File: config.mk
export PLATFORM = sky130hd
export DESIGN_NAME = paralelo_serial_tx
export DESIGN_NICKNAME = d
export VERILOG_FILES = /design/src/rtl/paralelo_serial_tx_pkg.sv /design/src/rtl/paralelo_serial_tx.sv
export SDC_FILE = /design/constraint.sdc
export NUM_CORES = 1
export LEC_CHECK = 0
export ABC_AREA = 1
export ABC_CLOCK_PERIOD_IN_PS = 4050
export CAP_MARGIN = 20
export CELL_PAD_IN_SITES_DETAIL_PLACEMENT = 0
export CELL_PAD_IN_SITES_GLOBAL_PLACEMENT = 1
export CORE_UTILIZATION = 40
export CTS_CLUSTER_SIZE = 10
export DETAILED_ROUTE_END_ITERATION = 8
export PLACE_DENSITY = 0.87
export SLEW_MARGIN = 30
export SYNTH_ARGS = -nofsm -noshare
export SYNTH_HDL_FRONTEND = slang
export SYNTH_SLANG_ARGS = --single-unit
File: constraint.sdc
create_clock -name clk_32f -period 4.05 [get_ports clk_32f]
set_input_delay 0.405 -clock clk_32f [delete_from_list [all_inputs] [get_ports clk_32f]]
set_output_delay 0.405 -clock clk_32f [all_outputs]
set_load 0.005 [all_outputs]
File: src/rtl/paralelo_serial_tx_pkg.sv
// paralelo_serial_tx_pkg: character constants and state encoding shared by the serial link blocks
package paralelo_serial_tx_pkg;

    localparam logic [7:0] COM_CHAR  = 8'hBC;
    localparam logic [7:0] IDLE_CHAR = 8'h7C;

    typedef enum logic {
        SYNC = 1'b0,
        RUN  = 1'b1
    } state_t;

endpackage

File: src/rtl/paralelo_serial_tx.sv
// paralelo_serial_tx: byte-to-serial transmitter, MSB first, COM preamble after reset then IDLE fill
//   clk_32f     : bit clock (rising edge)
//   reset       : asynchronous active-high reset
//   data_in     : byte to send, taken when valid_in && ready_out
//   valid_in    : data_in is valid
//   ready_out   : transmitter accepts data_in this cycle
//   data_out    : serial bit stream
//   active_out  : preamble finished
//   char_strobe : high while the MSB of a new character is on data_out
module paralelo_serial_tx #(
    parameter int         NUM_COM   = 4,
    parameter logic [7:0] COM_CHAR  = paralelo_serial_tx_pkg::COM_CHAR,
    parameter logic [7:0] IDLE_CHAR = paralelo_serial_tx_pkg::IDLE_CHAR
) (
    input  logic       clk_32f,
    input  logic       reset,
    input  logic [7:0] data_in,
    input  logic       valid_in,
    output logic       ready_out,
    output logic       data_out,
    output logic       active_out,
    output logic       char_strobe
);
    import paralelo_serial_tx_pkg::*;

    state_t     state, state_nxt;
    logic [7:0] sr, hold_data, next_char;
    logic [2:0] bit_cnt;
    logic [3:0] com_cnt;
    logic       hold_full, load, accept, last_com;

    assign load       = bit_cnt == 3'd7;
    assign last_com   = com_cnt == 4'(NUM_COM - 1);
    // A full holding register frees up on the load edge, so a new byte can be taken then
    assign ready_out  = state == RUN && (!hold_full || load);
    assign accept     = valid_in && ready_out;
    assign data_out   = sr[7];
    assign active_out = state == RUN;

    always_comb begin
        state_nxt = state;
        next_char = IDLE_CHAR;
        if (state == SYNC) begin
            next_char = COM_CHAR;
            if (load && last_com) state_nxt = RUN;
        end else if (hold_full) begin
            next_char = hold_data;
        end
    end

    always_ff @(posedge clk_32f or posedge reset) begin
        if (reset) state <= SYNC;
        else       state <= state_nxt;
    end

    always_ff @(posedge clk_32f or posedge reset) begin
        if (reset) begin
            sr          <= 8'd0;
            bit_cnt     <= 3'd7;
            com_cnt     <= 4'd0;
            char_strobe <= 1'b0;
            hold_data   <= 8'd0;
            hold_full   <= 1'b0;
        end else begin
            if (load) begin
                sr          <= next_char;
                bit_cnt     <= 3'd0;
                char_strobe <= 1'b1;
                if (state == SYNC) com_cnt <= com_cnt + 4'd1;
            end else begin
                sr          <= {sr[6:0], 1'b0};
                bit_cnt     <= bit_cnt + 3'd1;
                char_strobe <= 1'b0;
            end
            // An accept on a load edge refills the register the load just emptied
            if (accept) begin
                hold_data <= data_in;
                hold_full <= 1'b1;
            end else if (load) begin
                hold_full <= 1'b0;
            end
        end
    end

endmodule

* Word-level counts from Yosys, hierarchy flattened
Index checks and enable logic that the tools add are counted.
Widths: inputs -> output; s select.
** Operators by class
- Reduce and logical (&&, ||, !) cells :: 7
- Bitwise gates (word level) :: 1
- Add/subtract/negate cells :: 2
- Eq/ne operators :: 2
- Muxes and demuxes :: 9
** Operators by type and width (number)
- $mux 8 :: 3
- $mux 1 :: 5
- $add 4x1->4 const B :: 1
- $eq 4x2->1 const B :: 1
- $add 3x1->3 const B :: 1
- $eq 3x3->1 const B :: 1
- $logic_and 1x1->1 :: 3
- $mux 3 :: 1
- $reduce_and 2->1 :: 1
- $reduce_bool 2->1 :: 1
- $logic_not 1->1 :: 1
- $logic_or 1x1->1 :: 1
- $not 1->1 :: 1
** Storage, ports and cells
- Output and inout bits :: 4
- Bits of input ports :: 11
- Word-level logic and storage cells :: 28
- Bits in registers :: 26

* Depth between registers and ports, before layout
Gate-level depths: netlist (run 1).
- Word-level depth :: 5
- Depth in mapped cells :: 8
- Depth with buffers taken out :: 7

* Least setup slack after synthesis (run 1)
Ideal clock, no wire load.
- Path type :: reg2out
- From :: reg bit_cnt[0]
- To :: out ready_out
- Required time :: 3.645 ns
- Path buffers :: 1
- Cell stages (with the launch flop) :: 6
- Path slack :: 2.501 ns
- Arrival time :: 1.144 ns
- Path through :: dfstp_2 ha_1 ha_1 buf_6 inv_4 a21oi_1
** Between the ends
- Longest elaborated chain between the ends :: 3
** RTL lines
- from (decl) :: line paralelo_serial_tx.sv:28 : logic [2:0] bit_cnt;
- from (signal assigned) :: line paralelo_serial_tx.sv:72 : bit_cnt <= bit_cnt + 3'd1;
- $eq 3x3->1 :: line paralelo_serial_tx.sv:32 : assign load = bit_cnt == 3'd7;
- named net load :: line paralelo_serial_tx.sv:30 : logic hold_full, load, accept, last_com;
- $logic_or 1x1->1 :: line paralelo_serial_tx.sv:35 : assign ready_out = state == RUN && (!hold_full || load);
- $logic_and 1x1->1 :: line paralelo_serial_tx.sv:35
- to (decl) :: line paralelo_serial_tx.sv:19 : output logic ready_out,
The timed path passes the listed nets, and every way through them passes these cells.

* Worst setup path after layout (run 1)
Same ends and word-level chain as after synthesis.

==> results of run 1 <==
placed cells by master (no fill, tap or decap), types with 4 or more instances in the layout:
cell type	instances
nand3_1	5
clkdlybuf4s50_1	14
dfrtp_1	23
inv_2	4
nand4_1	8
inv_1	4
nand2_1	27
nor2_1	17
worst paths after layout:
path	to	cells past startpoint	slack, ns	from
max	ready_out	5	1.44	bit_cnt[0]$_DFF_PP1_
max reg2reg	hold_data[6]$_DFFE_PP0P_	7	2.33	bit_cnt[0]$_DFF_PP1_
min reg2reg	sr[6]$_DFF_PP0_	2	0.48	sr[5]$_DFF_PP0_
max in group asynchronous	bit_cnt[2]$_DFF_PP1_	2	3.25	reset
min	com_cnt[3]$_DFFE_PP0P_	2	0.43	reset
min in group clk_32f	sr[6]$_DFF_PP0_	2	0.48	sr[5]$_DFF_PP0_
power by group through the flow:
stage / clock (mW) / combinational [mW] / sequential (mW)
final: 0.127 / 0.0507 / 0.297
after global routing: 0.139 / 0.0586 / 0.300
after CTS: 0.131 / 0.0524 / 0.298
after detailed placement: 0 / 0.0522 / 0.303
after global placement: 0 / 0.0505 / 0.301
after floorplan: 0 / 0.0323 / 0.297
state kept, by name, indices dropped and copies added (netlist names):
signal	count
sr	8
hold_full	1
char_strobe	1
com_cnt	4
hold_data	8
bit_cnt	3
active_out	1
per-layer routing:
metal | share of wire [%] | GRT usage [%]
met1 | 45 | 17.05
met2 | 50 | 25.20
met4 | 0 | 5.128
met5 | 0 | 0
met3 | 4.3 | 2.500
cell type report:
cell class	instances	area share [%]
sequential	26	50.97
inverter	9	2.827
tap	30	2.924
timing repair buffer	14	10.92
clock buffer	4	2.827
multi-input combinational	72	29.53
stage by stage:
| stage | setup WS, ns | hold WS (ns) |
|---|---|---|
| after floorplan | 2.501 | 0.4255 |
| after global placement | 1.827 | 0.4543 |
| after detailed placement | 1.780 | 0.4612 |
| after CTS | 1.401 | 0.4950 |
| after global routing | 1.285 | 0.4949 |
| final | 1.436 | 0.4314 |
worst reg2reg max path, delay by kind of cell (launching register included):
family / cells / cell delay (ns)
simple gates: 4 / 0.39
buf+inv: 1 / 0.11
flops: 1 / 0.56
fa+ha+maj: 2 / 0.57
cells by family after synthesis:
group	share of synthesized area [%]
DFF	59.36
AOI/OAI and AO/OA	2.497
xor gates and xnor gates	1.589
adders and majority gates	3.406
and+or+nand+nor	26.90
buffers and inverters	6.243
==> results.cfg, run 1 <==
[outcome]
status = finished, final reports clean

[finish]
fillers = 249
multi_input_area_um2 = 379.1
register_area_um2 = 654.4
fin_cells = 155
area_growth_pct = 16.46
final_core_util_pct = 50.44
insertedDiodeCount = 0
layout-drive-gt1-share_pct = 13.60
final_area_mm2 = 0.001284
fin_nets = 140

[power]
cellLeakagePower_nw = 0.6300
p_int_mw = 0.3656
ir_worst_vdd_mv = 0.1716
p_seq_share_pct = 62.6
combPwrFrac_pct = 10.7
switching_share_pct = 23.13
p_switching_mw = 0.1100
p_total_mw = 0.4755
p_per_area_mw_per_mm2 = 370.4
power_frac_clock_pct = 26.8

[clock_network]
clk_latency_ns = 0.31
clockBufferDepth = 2
postCtsSetupBuffers = 0
cts_hold_buf = 0
clk_pin_slew_ns = 0.14
cts_tree = yes
cts_resized = 0
cts_sinks = 26
numCtsBuffers = 3
cts_max_level = 1
clock_tree.root_cell = clkbuf_4

[worst_hold_path]
hp-class = primary input to asynchronous set/reset pin

[detailed_routing]
first_iter_violations = 14
post_drt_wl_per_cell_um = 11.56
firstDrtPassIters = 4
ant_nets = 0
drc = 0
wl_um = 1792
num_vias = 746
vias_per_cell = 4.813

[synthesis]
yosys.cell_types.count = 19
synth_commonest_cells = 27 x nand2_1, 23 x dfrtp_1, 17 x nor2_1
netlist_area_mm2 = 0.001102
synthArstFlopShare_pct = 100.0
ys.flop_type = dfrtp_1
synthCells = 111
yosysSeqAreaShare_pct = 59.36
syn-num-nets = 125
synth_area_leaders = dfrtp_1 52%, nand2_1 9.2%, dfstp_2 7.2%, nor2_1 5.8%, nand4_1 4.5%
synth_edf_count = 0
synth_most_common_cell = nand2_1
synth-seq-cells = 26
synth_top_area_share_pct = 52.21
synth_area_per_cell_um2 = 9.931
synth_top_cell_by_area = dfrtp_1
yosysWarnings = 0

[floorplan]
die_y_um = 54.50
num_rows = 18
core-area_mm2 = 0.002545
die-area_mm2 = 0.002970
die_w_um = 54.50
io_pins = 15
start_util_pct = 43.31

[sta]
finalCritPeriodShare_pct = 64.55
slew_headroom_pct = 65.19
fmax_mhz = 382.5
skew_ns = 0.006172
worstMarginPinSlew_ns = 0.5213
slew_violations = 0
setup_viol = 0
hold_viol_final = 0
grt_setup_unrepaired = no
fin_crit_ns = 2.614
tns_ns = 0

[critical_path]
criticalPathCategory = register to output port
crit_chain = ha_1 -> ha_1 -> inv_4 -> a21oi_1 -> clkdlybuf4s50_1
slowest_delay_ns = 0.56
crit_family = buffers and inverters
end_kind = output port
crit_required_ns = 3.64
worstPathArrival_ns = 2.21
critPathSlowestCell = dfstp_2
cp_common_cell = ha_1
start_kind = register
crit_buf_inv = 2
path_max_fanout = 11

[flow_run]
drv_cap = 0

[placement]
dpl-instance-area_mm2 = 0.001247
dp.final_hpwl_um = 1386
dp.cells = 151
gp_congestion = 0.7598
port-buffer-count = 14

[global_route]
grt_use_total_pct = 14.21
grt_pass1_wl_um = 2973
antenna_found_initial = 0
grt_max_degree = 27
overflow = 0
grt_pass1_vias = 711
(Power assumes the default switching activity.)
==> run 2, diff against run 1 <==
- ABC_CLOCK_PERIOD_IN_PS: 4050 -> 2360
- CORE_UTILIZATION: 40 -> 36
- PLACE_DENSITY: 0.87 -> 0.83
- clock period: 4.05 -> 2.36 ns (I/O delays scaled with it)
==> run 2 against run 1 <==
  * The run now ends with design-rule violations left
  * Global-route usage fell by 2.2 points
  * Die area increased by 11%
  * Via count is 1.2% lower
  * Count of clock-buffer cells in the layout down 1
  * Routed wire length fell by 5.9%
  * Power grew 89%
  * Design area rose by 2.5%
  * Combinational power is 71% higher
  * Critical endpoint unchanged
  * Largest cell class unchanged
==> results.cfg, run 2 (synthesis results as in run 1) <==
[critical_path]
worstPathArrival_ns = 1.93
start_kind = register
criticalPathCategory = register to output port
rr_worst_depth = 8
path_max_fanout = 5
crit_required_ns = 2.12
r2r-start = bit_cnt[0]$_DFF_PP1_
end_kind = output port
reg2reg_slack_ns = 0.78
timing.rr.end = sr[2]$_DFF_PP0_

[clock_network]
cts_sinks = 26
cts_resized = 0
cts_hold_buf = 0
clock_tree.root_cell = clkbuf_4
cts_tree = yes
clockBufferDepth = 2
numCtsBuffers = 3
clk_latency_ns = 0.32
postCtsSetupBuffers = 0
cts_max_level = 1
clk_pin_slew_ns = 0.14

[outcome]
status = complete, but fails checks
violations = design-rule violations

[worst_hold_path]
hp-class = primary input to asynchronous set/reset pin

[detailed_routing]
num_vias = 737
firstDrtPassIters = 6
vias_per_cell = 4.665
drc = 1
post_drt_wl_per_cell_um = 10.67
wl_um = 1686
first_iter_violations = 7
ant_nets = 0

[sta]
fin_ws_ns = 0.1956
slew_violations = 0
hold_viol_final = 0
tns_ns = 0
fmax_mhz = 462.0
hold-worst-slack_ns = 0.2512
fin_crit_ns = 2.164
finalCritPeriodShare_pct = 91.71
setup_viol = 0
slew_headroom_pct = 70.01
grt_setup_unrepaired = no
skew_ns = 0.01110
worstMarginPinSlew_ns = 0.4498

[finish]
fin_nets = 142
final_area_mm2 = 0.001316
final_core_util_pct = 46.53
fin_cells = 158
layout-drive-gt1-share_pct = 14.17
final_cell_mix = 27 x nand2_1, 23 x dfrtp_1, 17 x nor2_1, 14 x clkdlybuf4s50_1, 8 x nand4_1
final_common_cell = nand2_1
area_growth_pct = 19.41
insertedDiodeCount = 0
top_regs = hold_data (8), sr (8), com_cnt (4)

[placement]
dp.cells = 154
dp.final_hpwl_um = 1295
port-buffer-count = 14
dpl-instance-area_mm2 = 0.001264
dp_slack_ns = 0.5485
gp_congestion = 0.7752

[floorplan]
die-area_mm2 = 0.003287
start_util_pct = 38.97
io_pins = 15
num_rows = 19
die_w_um = 57.34
core-area_mm2 = 0.002829
die_y_um = 57.34

[global_route]
grt_pass1_wl_um = 3008
grt_max_degree = 27
use_met1_pct = 15.40
grt_pass1_vias = 711
overflow = 0
grt_busiest_layer = met2
grt_use_met3_pct = 2.268
grt_use_total_pct = 11.97
use_met2_pct = 19.50
antenna_found_initial = 0

[power]
p_per_area_mw_per_mm2 = 681.2
ir_worst_vdd_mv = 0.3156
p_total_mw = 0.8966
cellLeakagePower_nw = 0.6483

[flow_run]
drv_cap = 0
==> run 2: how the worst max path moves through the flow <==
| stage | from | endpoint | slack, ns | depth (start not counted) |
|---|---|---|---|---|
| 6_report | bit_cnt[0]$_DFF_PP1_ | ready_out | 0.20 | 5 |
| 5_1_grt | bit_cnt[0]$_DFF_PP1_ | ready_out | 0.09 | 5 |
| 4_1_cts | bit_cnt[0]$_DFF_PP1_ | ready_out | 0.17 | 5 |
| 3_5_place_dp | bit_cnt[0]$_DFF_PP1_ | ready_out | 0.55 | 5 |
| 3_3_place_gp | bit_cnt[0]$_DFF_PP1_ | ready_out | 0.58 | 5 |
| 2_1_floorplan | bit_cnt[0]$_DFF_PP1_ | hold_data[6]$_DFFE_PP0P_ | 0.97 | 8 |
==> run 2: critical path: stages (launching register included) <==
cell and delay [ns]:
dfstp_2 0.56, ha_1 0.14, ha_1 0.20, inv_4 0.07, a21oi_1 0.13, clkdlybuf4s50_1 0.51
==> run 2: cell type report <==
class / instances / area [um2]
Inverter: 9 / 36.28
Fill cell: 278 / 1513
Clock buffer: 3 / 22.52
Clock inverter: 1 / 30.03
Tap cell: 31 / 38.79
Sequential cell: 26 / 654.4
Timing Repair Buffer: 16 / 155.1
Multi-Input combinational cell: 72 / 379.1
==> run 2: power by group <==
group,leakage [nW],internal (mW),switching (mW)
logic,0.308,0.0455,0.0413
clock network,0.0279,0.172,0.128
registers,0.313,0.489,0.0210
==> run 2: layer usage <==
layer / vias up / part of all wire (%)
li1: 388 / -
met1: 328 / 51
met2: 17 / 43
met3: 4 / 4.6
met4: 0 / 1.5
met5: - / 0
==> run 3, diff against run 2 <==
- PLACE_DENSITY: 0.83 -> 0.75
==> run 3 against run 2 <==
  * Sequential power about the same
  * Critical path type unchanged
  * The flow now finishes without violations
  * Clock skew down 0.0069 ns
  * Power down 9.3%
  * First-iteration DRC count unchanged
  * Core utilization down 0.31 points
  * Critical endpoint unchanged
  * Sequential share of layout area up 0.33 points
  * Die area unchanged
  * Hold slack better by 0.020 ns
  * Largest power group unchanged
==> results.cfg, run 3 (synthesis results as in run 1) <==
[critical_path]
slowest_delay_ns = 0.55
path_depth = 5
criticalPathCategory = register to output port
cp_common_cell = ha_1
crit_family = buffers and inverters
worstPathArrival_ns = 1.93
crit_buf_inv = 2
reg2reg_slack_ns = 0.81
timing.rr.end = sr[5]$_DFF_PP0_
critPathLaunch = bit_cnt[0]$_DFF_PP1_
r2r-start = bit_cnt[0]$_DFF_PP1_
critPathSlowestCell = dfstp_2
start_kind = register
crit_required_ns = 2.12
crit_chain = ha_1 -> ha_1 -> inv_4 -> a21oi_1 -> clkdlybuf4s50_1
rr_worst_depth = 8
path_max_fanout = 5
end_kind = output port

[finish]
final_common_cell = nand2_1
layout-drive-gt1-share_pct = 14.84
area_growth_pct = 18.61
fin_nets = 143
fillers = 273
top_regs = hold_data (8), sr (8), com_cnt (4)
insertedDiodeCount = 0
final_core_util_pct = 46.22
final_cell_mix = 27 x nand2_1, 23 x dfrtp_1, 17 x nor2_1, 14 x clkdlybuf4s50_1, 8 x nand4_1
fin_cells = 159

[clock_network]
cts_resized = 0
clk_pin_slew_ns = 0.13
clock_tree.root_cell = clkbuf_4
cts_max_level = 1
postCtsSetupBuffers = 0
clk_latency_ns = 0.31
numCtsBuffers = 3
clockBufferDepth = 2
cts_hold_buf = 0
cts_tree = yes
cts_sinks = 26

[floorplan]
die_w_um = 57.34
start_util_pct = 38.97
die_y_um = 57.34
core-area_mm2 = 0.002829
num_rows = 19
io_pins = 15
die-area_mm2 = 0.003287

[sta]
hold-worst-slack_ns = 0.2708
slew_headroom_pct = 75.59
skew_ns = 0.004190
hold_viol_final = 0
grt_setup_unrepaired = no
finalCritPeriodShare_pct = 91.97
fin_crit_ns = 2.170
worstMarginPinSlew_ns = 0.3661
setup_viol = 0
slew_violations = 0
tns_ns = 0
fmax_mhz = 460.7

[global_route]
overflow = 0
grt_pass1_wl_um = 3091
grt_pass1_vias = 731
grt_max_degree = 27
antenna_found_initial = 0
grt_use_total_pct = 12.46

[worst_hold_path]
hp-class = primary input to asynchronous set/reset pin

[detailed_routing]
wl_um = 1708
firstDrtPassIters = 4
vias_per_cell = 4.629
num_vias = 736
ant_nets = 0
post_drt_wl_per_cell_um = 10.74
first_iter_violations = 7
drc = 0

[placement]
dp.cells = 155
port-buffer-count = 14
gp_congestion = 0.7421
dp.final_hpwl_um = 1317

[outcome]
status = finished, final reports clean

[power]
p_total_mw = 0.8132
cellLeakagePower_nw = 0.6455
ir_worst_vdd_mv = 0.2176
p_per_area_mw_per_mm2 = 622.0

[flow_run]
drv_cap = 0
-- run 3: changes by cell type in the layout (fill, tap and decap cells not counted), sizes merged --
cell and delta:
buf +1, bufinv -1, clkbuf +1
-- run 3: worst max-delay path by stage --
stage                                     to  slack (ns)
floorplan           hold_data[6]$_DFFE_PP0P_        0.97
global placement                   ready_out        0.58
detailed placement                 ready_out        0.54
CTS                                ready_out        0.16
global route                       ready_out        0.07
finish                             ready_out        0.19
-- run 3: final cells by class --
| class | instances | area [um2] | area share, % |
|---|---|---|---|
| clock buffer | 4 | 36.28 | 2.775 |
| inverter | 9 | 36.28 | 2.775 |
| multi-input combinational | 72 | 379.1 | 29.00 |
| sequential | 26 | 654.4 | 50.05 |
| tap | 31 | 38.79 | 2.967 |
| timing repair buffer | 17 | 162.7 | 12.44 |
-- run 3: report_power, final --
| group | internal (mW) | total, mW | switching, mW |
|---|---|---|---|
| registers | 0.489 | 0.508 | 0.0196 |
| logic | 0.0455 | 0.0872 | 0.0417 |
| clock network | 0.0942 | 0.218 | 0.123 |
| total | 0.629 | 0.813 | 0.185 |
-- run 3: through the flow --
step           setup slack (ns)  instance area [um2]
2_1_floorplan            0.9676                 1102
4_1_cts                  0.1616                 1308
5_1_grt                 0.07295                 1308
6_report                 0.1896                 1308
3_3_place_gp             0.5779                 1271
3_5_place_dp             0.5369                 1271
-- run 3: worst reg2reg max path: cells and delay by family, from the launching register on --
kind | cells | cell delay, ns
fa+ha+maj | 2 | 0.35
buf+inv | 2 | 0.27
flops | 1 | 0.55
simple gates | 4 | 0.30
-- run 3: metal layers --
layer	up-vias	share of wire, %	global-route usage (%)
li1	390	-	-
met1	330	52	16.86
met2	14	43	18.99
met3	2	3.9	2.721
met4	0	0.59	6.272
met5	-	0	0
